[src/rtl/cpu_traffic_gen.sv]
// rtl/cpu_traffic_gen.sv - CPU-side request generator driving a cache with sequential, LFSR or strided traffic.
// Optional read-back checking of mode-0 writes is enabled by defining CPU_TRAFFIC_GEN_CHECK_EN.
module cpu_traffic_gen #(
   parameter int          ADDR_WIDTH = 16,
   parameter int          DATA_WIDTH = 8,
   parameter int          CNT_WIDTH  = 8,
   parameter int          STRIDE     = 4,
   parameter logic [15:0] LFSR_SEED  = 16'hACE1,
   parameter int          TIMEOUT    = 64
) (
   input  logic                  clk,
   input  logic                  rst,
   input  logic                  start,
   input  logic [1:0]            mode,
   input  logic [CNT_WIDTH-1:0]  num_txn,
   input  logic                  trig,
   input  logic [DATA_WIDTH-1:0] din,
   output logic [ADDR_WIDTH-1:0] Address,
   output logic                  wr_rd,
   output logic                  cs,
   output logic [DATA_WIDTH-1:0] DOut,
   output logic                  busy,
   output logic                  done,
   output logic                  err,
   output logic [CNT_WIDTH-1:0]  txn_count,
   output logic [CNT_WIDTH-1:0]  mismatch_cnt
);

   localparam int TW = $clog2(TIMEOUT + 1);

   typedef enum logic [1:0] {IDLE, ISSUE, WAIT, DONE} state_t;

   state_t                state_q;
   logic [1:0]            mode_q;
   logic [CNT_WIDTH-1:0]  num_q;
   logic [CNT_WIDTH-1:0]  txn_count_q;
   logic [CNT_WIDTH-1:0]  cnt_inc_d;
   logic [15:0]           lfsr_q;
   logic [15:0]           lfsr_d;
   logic [TW-1:0]         wait_cnt_q;
   logic [ADDR_WIDTH-1:0] addr_q;
   logic [ADDR_WIDTH-1:0] first_addr_d;
   logic [ADDR_WIDTH-1:0] next_addr_d;
   logic                  wr_q;
   logic                  first_wr_d;
   logic                  next_wr_d;
   logic [DATA_WIDTH-1:0] dout_q;
   logic                  cs_q;
   logic                  busy_q;
   logic                  done_q;
   logic                  err_q;

   function automatic logic [DATA_WIDTH-1:0] dout_of(input logic [ADDR_WIDTH-1:0] a);
      return DATA_WIDTH'(a) ^ DATA_WIDTH'(8'h5A);
   endfunction

   // Next request is derived from the one just completed, so mode 0 needs no extra phase register.
   always_comb begin
      lfsr_d       = {lfsr_q[0] ^ lfsr_q[2] ^ lfsr_q[3] ^ lfsr_q[5], lfsr_q[15:1]};
      cnt_inc_d    = (&txn_count_q) ? txn_count_q : txn_count_q + CNT_WIDTH'(1);
      first_addr_d = '0;
      first_wr_d   = 1'b1;
      next_addr_d  = wr_q ? addr_q : addr_q + ADDR_WIDTH'(1);
      next_wr_d    = ~wr_q;
      case (mode)
         2'd1: begin
            first_addr_d = ADDR_WIDTH'(lfsr_q);
            first_wr_d   = lfsr_q[0];
         end
         2'd2:    first_wr_d = 1'b0;
         default: ;
      endcase
      case (mode_q)
         2'd1: begin
            next_addr_d = ADDR_WIDTH'(lfsr_d);
            next_wr_d   = lfsr_d[0];
         end
         2'd2: begin
            next_addr_d = addr_q + ADDR_WIDTH'(STRIDE);
            next_wr_d   = 1'b0;
         end
         default: ;
      endcase
   end

`ifdef CPU_TRAFFIC_GEN_CHECK_EN
   logic [CNT_WIDTH-1:0] mismatch_q;
   assign mismatch_cnt = mismatch_q;
`else
   logic din_unused;
   assign din_unused   = ^din;
   assign mismatch_cnt = '0;
`endif

   always_ff @(posedge clk or posedge rst) begin
      if (rst) begin
         state_q     <= IDLE;
         mode_q      <= 2'd0;
         num_q       <= '0;
         txn_count_q <= '0;
         lfsr_q      <= LFSR_SEED;
         wait_cnt_q  <= '0;
         addr_q      <= '0;
         wr_q        <= 1'b0;
         dout_q      <= '0;
         cs_q        <= 1'b0;
         busy_q      <= 1'b0;
         done_q      <= 1'b0;
         err_q       <= 1'b0;
`ifdef CPU_TRAFFIC_GEN_CHECK_EN
         mismatch_q  <= '0;
`endif
      end else begin
         case (state_q)
            IDLE: if (start) begin
               mode_q      <= mode;
               num_q       <= num_txn;
               txn_count_q <= '0;
               err_q       <= 1'b0;
`ifdef CPU_TRAFFIC_GEN_CHECK_EN
               mismatch_q  <= '0;
`endif
               if (num_txn == '0) begin
                  state_q <= DONE;
                  done_q  <= 1'b1;
               end else begin
                  state_q <= ISSUE;
                  cs_q    <= 1'b1;
                  busy_q  <= 1'b1;
                  addr_q  <= first_addr_d;
                  wr_q    <= first_wr_d;
                  dout_q  <= dout_of(first_addr_d);
               end
            end
            ISSUE: begin
               cs_q       <= 1'b0;
               wait_cnt_q <= '0;
               state_q    <= WAIT;
            end
            WAIT: if (trig) begin
               txn_count_q <= cnt_inc_d;
               if (mode_q == 2'd1) lfsr_q <= lfsr_d;
`ifdef CPU_TRAFFIC_GEN_CHECK_EN
               if (mode_q != 2'd1 && mode_q != 2'd2 && !wr_q && din != dout_q && !(&mismatch_q))
                  mismatch_q <= mismatch_q + CNT_WIDTH'(1);
`endif
               if (cnt_inc_d == num_q) begin
                  state_q <= DONE;
                  busy_q  <= 1'b0;
                  done_q  <= 1'b1;
               end else begin
                  state_q <= ISSUE;
                  cs_q    <= 1'b1;
                  addr_q  <= next_addr_d;
                  wr_q    <= next_wr_d;
                  dout_q  <= dout_of(next_addr_d);
               end
            end else if (wait_cnt_q == TW'(TIMEOUT - 1)) begin
               state_q <= DONE;
               err_q   <= 1'b1;
               busy_q  <= 1'b0;
               done_q  <= 1'b1;
            end else begin
               wait_cnt_q <= wait_cnt_q + TW'(1);
            end
            DONE: if (!start) begin
               state_q <= IDLE;
               done_q  <= 1'b0;
            end
            default: state_q <= IDLE;
         endcase
      end
   end

   assign Address   = addr_q;
   assign wr_rd     = wr_q;
   assign cs        = cs_q;
   assign DOut      = dout_q;
   assign busy      = busy_q;
   assign done      = done_q;
   assign err       = err_q;
   assign txn_count = txn_count_q;

endmodule

[config.mk]
export PLATFORM = sky130hd
export DESIGN_NAME = cpu_traffic_gen
export DESIGN_NICKNAME = d
export VERILOG_FILES = /design/src/rtl/cpu_traffic_gen.sv
export SDC_FILE = /design/constraint.sdc
export NUM_CORES = 1
export LEC_CHECK = 0
export CAP_MARGIN = 20
export CORE_ASPECT_RATIO = 1.75
export CORE_MARGIN = 2
export CORE_UTILIZATION = 40
export CTS_BUF_LIST = sky130_fd_sc_hd__clkbuf_2 sky130_fd_sc_hd__clkbuf_4 sky130_fd_sc_hd__clkbuf_8
export DETAILED_ROUTE_END_ITERATION = 12
export PLACE_DENSITY = 0.69
export SLEW_MARGIN = 20
export SYNTH_ARGS = -nofsm -noshare
export SYNTH_HDL_FRONTEND = slang
export SYNTH_SLANG_ARGS = --single-unit
export TNS_END_PERCENT = 30
[constraint.sdc]
create_clock -name clk -period 3.5 [get_ports clk]
set_input_delay 0.7 -clock clk [delete_from_list [all_inputs] [get_ports clk]]
set_output_delay 0.7 -clock clk [all_outputs]
set_load 0.005 [all_outputs]
# --- Word level (Yosys, flattened, before mapping) ---
# Cells that the tools add are included.
word_totals:
  regBits: 72
  latch_bits: 0
  mem_bits_rw: 0
  rom_bits: 0
  input_bits: 22
  output_inout_bits: 45
  mem_count: 0
op_classes:
  n_addsub: 4
  mul: 0
  div_mod_pow: 0
  magnitude_cmp: 0
  eq_ne: 21
  n_shift: 0
  n_mux: 53
  bitwise_logic: 6
  reduce_logical: 18
ops:
  columns: ["op", "n"]
  rows:
  - ["16-bit two-way mux", 6]
  - ["16-bit case mux with 2 select lines", 2]
  - ["8-bit two-way mux", 7]
  - ["8-bit case mux with 2 select lines", 2]
  - ["1-bit two-way mux", 19]
  - ["2-bit != test, second input constant", 9]
  - ["16-bit by 1-bit adder with 16-bit output, second input constant", 1]
  - ["16-bit by 3-bit adder with 16-bit output, second input constant", 1]
  - ["5-bit AND reduction", 3]
  - ["7-bit two-way mux", 2]
  - ["7-bit case mux with 2 select lines", 1]
  - ["2-bit two-way mux", 6]
  - ["3-bit AND reduction", 4]
  - ["6-bit AND reduction", 2]
  - ["1-bit case mux with 2 select lines", 5]
  - ["8-bit by 1-bit adder with 8-bit output, second input constant", 1]
  - ["2-bit equality test, second input constant", 4]
  - ["8-bit equality test", 1]
  - ["8-bit logical NOT", 1]
  - ["4-bit inverter", 2]
  - ["2-bit case mux with 4 select lines", 1]
  - ["8-bit AND reduction", 1]
  - ["7-bit by 1-bit adder with 7-bit output, second input constant", 1]
  - ["7-bit by 6-bit equality test with 1-bit output, second input constant", 1]
  - ["other kinds (11)", 19]

# --- Longest topological paths before layout ---
# Gate-level depths: netlist (run 1).
logic_depth:
  word_depth: 8
  ltp_mapped: 9
  depth_no_buf: 9

# --- Least setup slack after synthesis (run 1) ---
# No wires, ideal clock.
synth_timing:
  path_type: "register -> register"
  startpoint: "register txn_count_q[0] (netlist: txn_count[0])"
  endpoint: "register addr_q[10] (netlist: Address[10])"
  setup_ns: 0.125
  arrival_ns: 2.553
  required_ns: 3.375
  slack_ns: 0.823
  stages_incl_launch_ff: 10
  path_buffers: 1
  synth_period_minus_slack_ns: 2.677
  cell_sequence: "dfrtp_1 > ha_1 > and4_1 > buf_2 > a21boi_1 > or4_1 > o211ai_1 > a31oi_2 > o21ai_4 > mux2_2"
synth_between:
  elab_chain_len: 5
  elab_cells_between_ends: 6
  cone_classes: "add/sub (1); eq/ne (2); mux (1); reduce/logical (2)"
synth_lines:
  columns: ["item", "line_no", "rtl"]
  rows:
  - ["from (decl)", "36", "logic [CNT_WIDTH-1:0] txn_count_q;"]
  - ["from (signal assigned)", "141", "txn_count_q <= cnt_inc_d;"]
  - ["8-bit by 1-bit adder with 8-bit output / 8-bit AND reduction (equally long branches)", "60", "cnt_inc_d = (&txn_count_q) ? txn_count_q : txn_count_q + CNT_WIDTH'(1);"]
  - ["8-bit two-way mux *", "60", null]
  - ["8-bit equality test *", "147", "if (cnt_inc_d == num_q) begin"]
  - ["2-bit != test (no line) *", null, null]
  - ["6-bit AND reduction (no line) *", null, null]
  - ["to (signal assigned)", "130", "addr_q <= first_addr_d;"]
  - ["to (signal assigned)", "154", "addr_q <= next_addr_d;"]
  - ["to (decl)", "41", "logic [ADDR_WIDTH-1:0] addr_q;"]
# Every way passes the cells marked *; elsewhere a longest branch is shown, timed or not.
# A chain may end at the register's enable or synchronous reset.

# --- Worst setup path after layout (run 1) ---
layout_timing:
  startpoint: "register txn_count_q[0] (netlist: txn_count[0])"
  endpoint: "register addr_q[2] (netlist: Address[2])"
layout_between:
  elab_chain_len: 5
  elab_cells_between_ends: 6
  cone_classes: "add/sub (1); eq/ne (2); mux (1); reduce/logical (2)"
layout_lines:
  columns: ["item", "line_no"]
  rows:
  - ["8-bit by 1-bit adder with 8-bit output / 8-bit AND reduction (equally long branches)", "60"]
  - ["8-bit two-way mux *", "60"]
  - ["8-bit equality test *", "147"]
  - ["2-bit != test (no line) *", null]
  - ["5-bit AND reduction (no line) *", null]
# Marks and branches as above.

==> results.toml, run 1 <==
[timing]
final.setup_skew_ps = 9.08
hold_viol_final = 0
slew_headroom = 0.403
rsz0062_at_grt = "false"
fmax_mhz = 333
worst_slew_pin_slew_ps = 894
period_share = 0.857
slew_viol_final = 0
finalSetupViolations = 0
fin_tns_setup_ps = 0
period_needed_ps = 3000

[clock_network]
clock_path_buffers = 2
cts_tree = "done"
cts_buffers = 9
cts_setup_buffers = 0
hold_buffers = 0
cts.reportedPaths.clkPinSlew_ps = 80
cts_sinks = 68
h-tree-depth = 3
cts_resized = 0
cts_root_buffer = "clkbuf_8"
insertion_delay_ps = 360

[detailed_routing]
first_pass_iters = 6
drtIter0Drc = 282
wl_per_cell_um = 17.1
finalWirelength_um = 11100
via_per_inst = 5.87
vias = 3816
route.detailed.drc = 0
ant_nets = 0

[power]
p_leak_nw = 2.22
powerDensity_nw_per_um2 = 663
finalPower_w = 0.00343
vdd_drop_max_mv = 0.454

[global_routing]
grt_pass1_vias = 3798
track_usage = 0.208
antenna_found_initial = 0
grt_max_degree = 26
grt_first_pass_wirelength_um = 18400
grt_overflow_total = 0

[finish]
seqCellArea_um2 = 1710
diodes = 0
mostFrequentLayoutCells = "64 x nand2_1, 60 x dfrtp_1, 50 x clkdlybuf4s50_1, 30 x mux2_2, 28 x nor2_1"
syn_to_final_growth_pct = 21.5
fin_nets = 546
fillers = 966
final_common_cell = "nand2_1"
multi_input_area_um2 = 2340
drive_gt1_frac = 0.168

[synth]
synthArstFlopShare = 1.00
syn_area_um2 = 4260
postSynthAreaPerCell_um2 = 9.18
yosysUniqueCellTypes = 63
synth_warnings = 0
synthCells = 464
synth_top_area_frac = 0.353
synth_edf_count = 0
synth_flop_cell = "dfrtp_1"
yosysSeqAreaShare = 0.402
synth_area_leaders = "dfrtp_1 35%, mux2_2 7.9%, nand2_1 5.6%, dfstp_2 4.9%, xnor2_1 3.3%"
synth_seq_cells = 68
yosysTopAreaCell = "dfrtp_1"

[setup_path]
start_kind = "flip-flop"
end_kind = "flip-flop"
reg2reg_to = "Address[2]$_DFFE_PP0P_"
critPathMaxFanout = 7
worstRegToRegCells = 9
critPathKind = "reg -> reg"
cp.arrival_ps = 3250
reg2reg_from = "txn_count[0]$_DFFE_PP0P_"
r2r_setup_slack_ps = 500
required_ps = 3750

[floorplanning]
rows = 49
die_h_um = 140
core_area_um2 = 10300
initial_core_util = 0.413
ios = 67
fp.dieArea_um2 = 11500
fp.dieW_um = 82.0

[hold_path]
holdPathEnd = "num_q[0]$_DFFE_PP0P_"
hold_class = "reg -> reg"
hold_depth = 2
min_from = "num_q[0]$_DFFE_PP0P_"

[place]
dp_hpwl_um = 8500
place_congestion = 0.941
io_buffers = 50

[status]
outcome = "finished, final reports clean"

[flow_run]
drv_cap = 0
Yosys cell counts, types with 4 or more instances:
cell type	count
a22oi_1	5
and3_1	9
nand3_1	18
inv_1	12
or4_1	4
mux2_2	30
nor3b_1	6
buf_2	4
o211ai_1	4
o221ai_1	4
nand4_1	8
a221oi_1	5
a21oi_1	23
o21ai_0	26
dfstp_2	8
nor2_1	28
nand2b_1	7
ha_1	6
nand2_1	64
a222oi_1	5
nand3b_1	5
xnor2_1	16
buf_4	14
dfrtp_1	60
a31oi_1	9
clkbuf_1	18
xor2_1	12
nor2b_1	5
nor3_1	4
mux2i_1	6
final cells by class:
type,instances,area share
Timing Repair Buffer,73,0.130
Sequential cell,68,0.331
Clock inverter,6,0.0215
Inverter,12,0.00871
Clock buffer,10,0.0266
Multi-Input combinational cell,354,0.452
Tap cell,127,0.0307
power breakdown:
group          switching [W]  internal, W
sequential          0.000211     0.000941
combinational       0.000804     0.000662
clock               0.000319     0.000492
cell families (layout without fill, tap and decap cells):
logic type | count (synthesis) | in the layout | share of synthesized area
AO/OA/AOI/OAI | 107 | 107 | 0.173
XOR/XNOR | 28 | 28 | 0.0576
adder cells (fa/ha/maj) | 6 | 6 | 0.0176
buffers and inverters | 49 | 101 | 0.0567
flip-flops | 68 | 68 | 0.402
multiplexers | 37 | 37 | 0.0961
other | 1 | 8 | 0.000881
AND/OR/NAND/NOR | 168 | 168 | 0.196
worst max-delay path, stage by stage (launching register included):
cell and delay [ps]:
dfrtp_1 390, ha_1 290, buf_4 190, or4_1 480
and3_1 180, nor4_2 330, a31oi_2 220, buf_4 210
o21ai_2 220, mux2_2 370
per-layer routing:
metal / global-route usage / wire length [µm] / up-vias
met3: 0.0361 / 489 / 53
met1: 0.222 / 3990 / 1828
met5: 0 / 0 / -
met4: 0.122 / 588 / 0
li1: - / - / 1778
met2: 0.369 / 6060 / 157
through the flow:
stage | hold WS (ps) | cells | worst slack, ps | area (µm²) | util
floorplan | 465 | 471 | 823 | 4280 | -
global placement | 484 | 634 | 552 | 4920 | 0.478
detailed placement | 484 | 634 | 498 | 4920 | 0.478
CTS | 503 | 650 | 479 | 5170 | 0.502
global route | 537 | 650 | 329 | 5170 | 0.502
finish | 502 | 650 | 500 | 5170 | 0.502
sequential cells by signal, summed over array words and instances, names as in the netlist:
register    cells
wait_cnt_q      7
wr_rd           1
num_q           8
txn_count       8
Address        15
err             1
cs              1
DOut            5
lfsr_q         16
busy            1
done            1
state_q         2
mode_q          2
how the worst max path moves through the flow:
stage          slack, ps                     start                      end  cells past startpoint
2_1_floorplan        820  txn_count[0]$_DFFE_PP0P_  Address[10]$_DFFE_PP0P_                      9
3_3_place_gp         550  txn_count[0]$_DFFE_PP0P_   Address[2]$_DFFE_PP0P_                      9
3_5_place_dp         500  txn_count[0]$_DFFE_PP0P_   Address[2]$_DFFE_PP0P_                      9
4_1_cts              480  txn_count[0]$_DFFE_PP0P_      DOut[4]$_DFFE_PP0P_                      9
5_1_grt              330  txn_count[0]$_DFFE_PP0P_      DOut[4]$_DFFE_PP0P_                      9
6_report             500  txn_count[0]$_DFFE_PP0P_   Address[2]$_DFFE_PP0P_                      9
No activity file was read; power rests on OpenSTA's default activity.
==> run 2, diff against run 1 <==
Settings changed: CORE_ASPECT_RATIO 1.75 to not set.
==> results.toml, run 2 (synthesis gave the netlist of run 1 again) <==
[power]
p_sw_w = 0.00134
pwr-share-clk = 0.219
power.internal_w = 0.00197
seq_power_share = 0.359
p_leak_nw = 2.16
vdd_drop_max_mv = 0.392
powerDensity_nw_per_um2 = 652
swShare = 0.404
pwr-share-comb = 0.422

[global_routing]
antenna_found_initial = 0
grt_first_pass_wirelength_um = 17500
grt_pass1_vias = 3630
track_usage = 0.192
grt_overflow_total = 0
grt_max_degree = 69

[timing]
fmax_mhz = 319
rsz0062_at_grt = "false"
hold_viol_final = 0
worst_slew_pin_slew_ps = 958
final.setup_skew_ps = 10.7
fin_ws_ps = 368
slew_headroom = 0.360
finalSetupViolations = 0
slew_viol_final = 0
period_share = 0.895
fin_tns_setup_ps = 0
period_needed_ps = 3130

[detailed_routing]
drtIter0Drc = 194
finalWirelength_um = 10600
route.detailed.drc = 0
vias = 3738
via_per_inst = 5.75
wl_per_cell_um = 16.2
ant_nets = 0
first_pass_iters = 5

[finish]
diodes = 0
fin_nets = 537
drive_gt1_frac = 0.154
final_common_cell = "nand2_1"
multi_input_area_um2 = 2340
seqCellArea_um2 = 1710
syn_to_final_growth_pct = 19.4
mostFrequentLayoutCells = "64 x nand2_1, 60 x dfrtp_1, 50 x clkdlybuf4s50_1, 30 x mux2_2, 28 x nor2_1"
fillers = 975
largest_reg_flops = 16
largest-register = "lfsr_q"

[setup_path]
critPathMaxFanout = 8
required_ps = 3740
end_kind = "flip-flop"
critPathKind = "reg -> reg"
start_kind = "flip-flop"
cp.arrival_ps = 3370

[floorplanning]
initial_core_util = 0.412
fp.dieW_um = 107
ios = 67
rows = 37
core_area_um2 = 10300
fp.dieArea_um2 = 11500
die_h_um = 107

[clock_network]
cts_tree = "done"
cts_setup_buffers = 0
insertion_delay_ps = 350
cts_sinks = 68
hold_buffers = 0
cts.reportedPaths.clkPinSlew_ps = 80
h-tree-depth = 3
clock_path_buffers = 2
cts_buffers = 9
cts_root_buffer = "clkbuf_8"
cts_resized = 0

[flow_run]
drv_cap = 0

[status]
outcome = "finished, final reports clean"

[place]
place_ws_ps = 403
io_buffers = 50
dp_hpwl_um = 7310
place_congestion = 0.830

[hold_path]
hold_class = "reg -> reg"
## run 2: worst paths after layout
kind	startpoint	end	slack, ps	cells past startpoint
setup / recovery	txn_count[0]$_DFFE_PP0P_	Address[13]$_DFFE_PP0P_	370	9
hold / removal	num_q[3]$_DFFE_PP0P_	num_q[3]$_DFFE_PP0P_	500	2
setup reg to reg	txn_count[0]$_DFFE_PP0P_	Address[13]$_DFFE_PP0P_	370	9
hold reg to reg	num_q[3]$_DFFE_PP0P_	num_q[3]$_DFFE_PP0P_	500	2
max in group asynchronous	rst	num_q[3]$_DFFE_PP0P_	2020	3
min in group asynchronous	rst	Address[9]$_DFFE_PP0P_	930	3
## run 2: power groups by stage
stage	Clock [W]	Combinational (W)	Sequential [W]
after global placement	0	0.00136	0.00119
final	0.000724	0.00140	0.00119
after detailed placement	0	0.00138	0.00120
after global routing	0.000776	0.00154	0.00122
after CTS	0.000735	0.00140	0.00118
after floorplan	0	0.00101	0.00108
## run 2: per-stage QoR
| stage | power [W] | area (µm²) | utilization | cells | hold slack (ps) |
|---|---|---|---|---|---|
| after detailed placement | 0.00258 | 4870 | 0.472 | 634 | 486 |
| final | 0.00331 | 5080 | 0.492 | 650 | 500 |
| after CTS | 0.00331 | 5080 | 0.492 | 650 | 504 |
| after global placement | 0.00255 | 4870 | 0.472 | 634 | 483 |
| after floorplan | 0.00208 | 4280 | - | 471 | 465 |
| after global routing | 0.00354 | 5080 | 0.492 | 650 | 523 |
## run 2: routing by layer
layer / vias to the layer above / part of all wire / track usage
li1: 1765 / - / -
met1: 1778 / 0.44 / 0.254
met2: 170 / 0.47 / 0.313
met3: 25 / 0.074 / 0.0395
met4: 0 / 0.018 / 0.0640
met5: - / 0 / 0
## run 2: worst max-delay path, cell delays in order, from the launching register on
cell and delay (ps):
dfrtp_1 520, ha_1 410, and4_1 270, buf_4 170, a21oi_1 90, xnor2_1 130
a311oi_1 410, a31oi_2 290, o21ai_4 360, mux2_2 380
## run 2: final cells by class
cell class / count / share of cell area
clock buffers: 9 / 0.0244
clock inverters: 7 / 0.0180
inverters: 12 / 0.00886
multi-input cells: 354 / 0.460
flip-flops and latches: 68 / 0.337
well taps: 136 / 0.0335
repair buffers: 64 / 0.119
==> run 3, diff against run 2 <==
Settings changed: CORE_ASPECT_RATIO set to 0.6, CORE_MARGIN 2 to not set, CORE_UTILIZATION 40 to 29, PLACE_DENSITY 0.69 to 0.55.
==> results.toml, run 3 (synthesis gave the netlist of run 1 again) <==
[status]
outcome = "finished, final reports clean"

[flow_run]
drv_cap = 0

[place]
place_congestion = 0.896
io_buffers = 50
dp_cells = 694
place_ws_ps = 420
dp_hpwl_um = 8900

[finish]
fillers = 1426
multi_input_area_um2 = 2340
mostFrequentLayoutCells = "64 x nand2_1, 60 x dfrtp_1, 50 x clkdlybuf4s50_1, 30 x mux2_2, 28 x nor2_1"
diodes = 0
fin_cells = 710
final_common_cell = "nand2_1"
fin_nets = 541
largest-register = "lfsr_q"
largest_reg_flops = 16
syn_to_final_growth_pct = 20.9
drive_gt1_frac = 0.160
seqCellArea_um2 = 1710

[setup_path]
reg2reg_from = "txn_count[2]$_DFFE_PP0P_"
critPathMaxFanout = 13
critPathKind = "reg -> reg"
cp.arrival_ps = 3350
critPathSlowestCell = "dfrtp_1"
cp-startpoint = "txn_count[2]$_DFFE_PP0P_"
cp.buffers_inverters = 0
worstPathCellList = "and4_1 > a21boi_1 > or4_1 > o211ai_1 > a31oi_2 > o21ai_4 > mux2_2"
max_stage_delay_ps = 620
start_kind = "flip-flop"
cpLargestDelayFamily = "compound AO/OA/AOI/OAI gates"
required_ps = 3750
end_kind = "flip-flop"

[timing]
fin_ws_ps = 398
final.setup_skew_ps = 8.54
period_share = 0.886
finalSetupViolations = 0
fmax_mhz = 322
hold_viol_final = 0
slew_headroom = 0.260
fin_tns_setup_ps = 0
period_needed_ps = 3100
slew_viol_final = 0
hold_slack_ps = 503
worst_slew_pin_slew_ps = 1110
rsz0062_at_grt = "false"

[detailed_routing]
first_pass_iters = 5
drtIter0Drc = 371
finalWirelength_um = 12300
ant_nets = 0
via_per_inst = 5.28
wl_per_cell_um = 17.3
vias = 3752
route.detailed.drc = 0

[floorplanning]
initial_core_util = 0.304
core_area_um2 = 14000
die_h_um = 95.9
fp.dieArea_um2 = 15200
fp.dieW_um = 158
rows = 33
ios = 67

[power]
p_leak_nw = 2.17
vdd_drop_max_mv = 0.242
powerDensity_nw_per_um2 = 638

[global_routing]
track_usage = 0.173
grt_first_pass_wirelength_um = 19700
antenna_found_initial = 0
busiest_layer = "met1"
use_met3 = 0.0486
grt_overflow_total = 0
use_met1 = 0.263
grt_pass1_vias = 3620
grt_max_degree = 69
gr-usage-met2 = 0.232

[hold_path]
hold_class = "reg -> reg"
min_from = "DOut[6]$_DFFE_PP0P_"

[clock_network]
cts_resized = 0
cts.reportedPaths.clkPinSlew_ps = 70
cts_setup_buffers = 0
insertion_delay_ps = 360
cts_tree = "done"
cts_buffers = 9
hold_buffers = 0
h-tree-depth = 3
cts_sinks = 68
clock_path_buffers = 2
cts_root_buffer = "clkbuf_8"
-- run 3: cell types whose count changed in the layout (fill, tap and decap cells not counted) --
cell and change:
clkbuf_4 +4, clkinv_4 -1, clkinvlp_4 -1, buf_4 +4, clkbuf_8 +1, clkinv_2 -1
bufinv_16 -2
-- run 3: path summary, 6_finish.rpt --
| check | to | slack [ps] | cells after the start |
|---|---|---|---|
| worst max-delay path | Address[12]$_DFFE_PP0P_ | 400 | 7 |
| worst min-delay path | DOut[6]$_DFFE_PP0P_ | 500 | 1 |
| worst max register to register | Address[12]$_DFFE_PP0P_ | 400 | 7 |
| worst min register to register | DOut[6]$_DFFE_PP0P_ | 500 | 1 |
| max in group asynchronous | wait_cnt_q[5]$_DFFE_PP0P_ | 1970 | 3 |
| min in group asynchronous | num_q[3]$_DFFE_PP0P_ | 940 | 3 |
-- run 3: through the flow --
stage	instance area, µm²	utilization	total power (W)
detailed placement	4970	0.355	0.00265
finish	5150	0.368	0.00328
global placement	4970	0.355	0.00261
global route	5150	0.368	0.00352
CTS	5150	0.368	0.00329
floorplan	4280	-	0.00208
-- run 3: cell type report --
class / count / area share
clock buffer: 14 / 0.0326
inverter: 12 / 0.00875
multi-input combinational: 354 / 0.454
clock inverter: 2 / 0.00195
tap: 192 / 0.0467
timing repair buffer: 68 / 0.124
sequential: 68 / 0.333
-- run 3: metal layers --
layer	routed length, µm	vias to the layer above
met3	906	9
met5	0	-
met2	4870	131
li1	-	1767
met1	6450	1845
met4	90	0
-- run 3: report_power, final --
part	switching (W)	leakage [nW]	internal (W)
Sequential	0.000213	0.863	0.000941
Clock	0.000314	0.0981	0.000307
Combinational	0.000856	1.21	0.000653
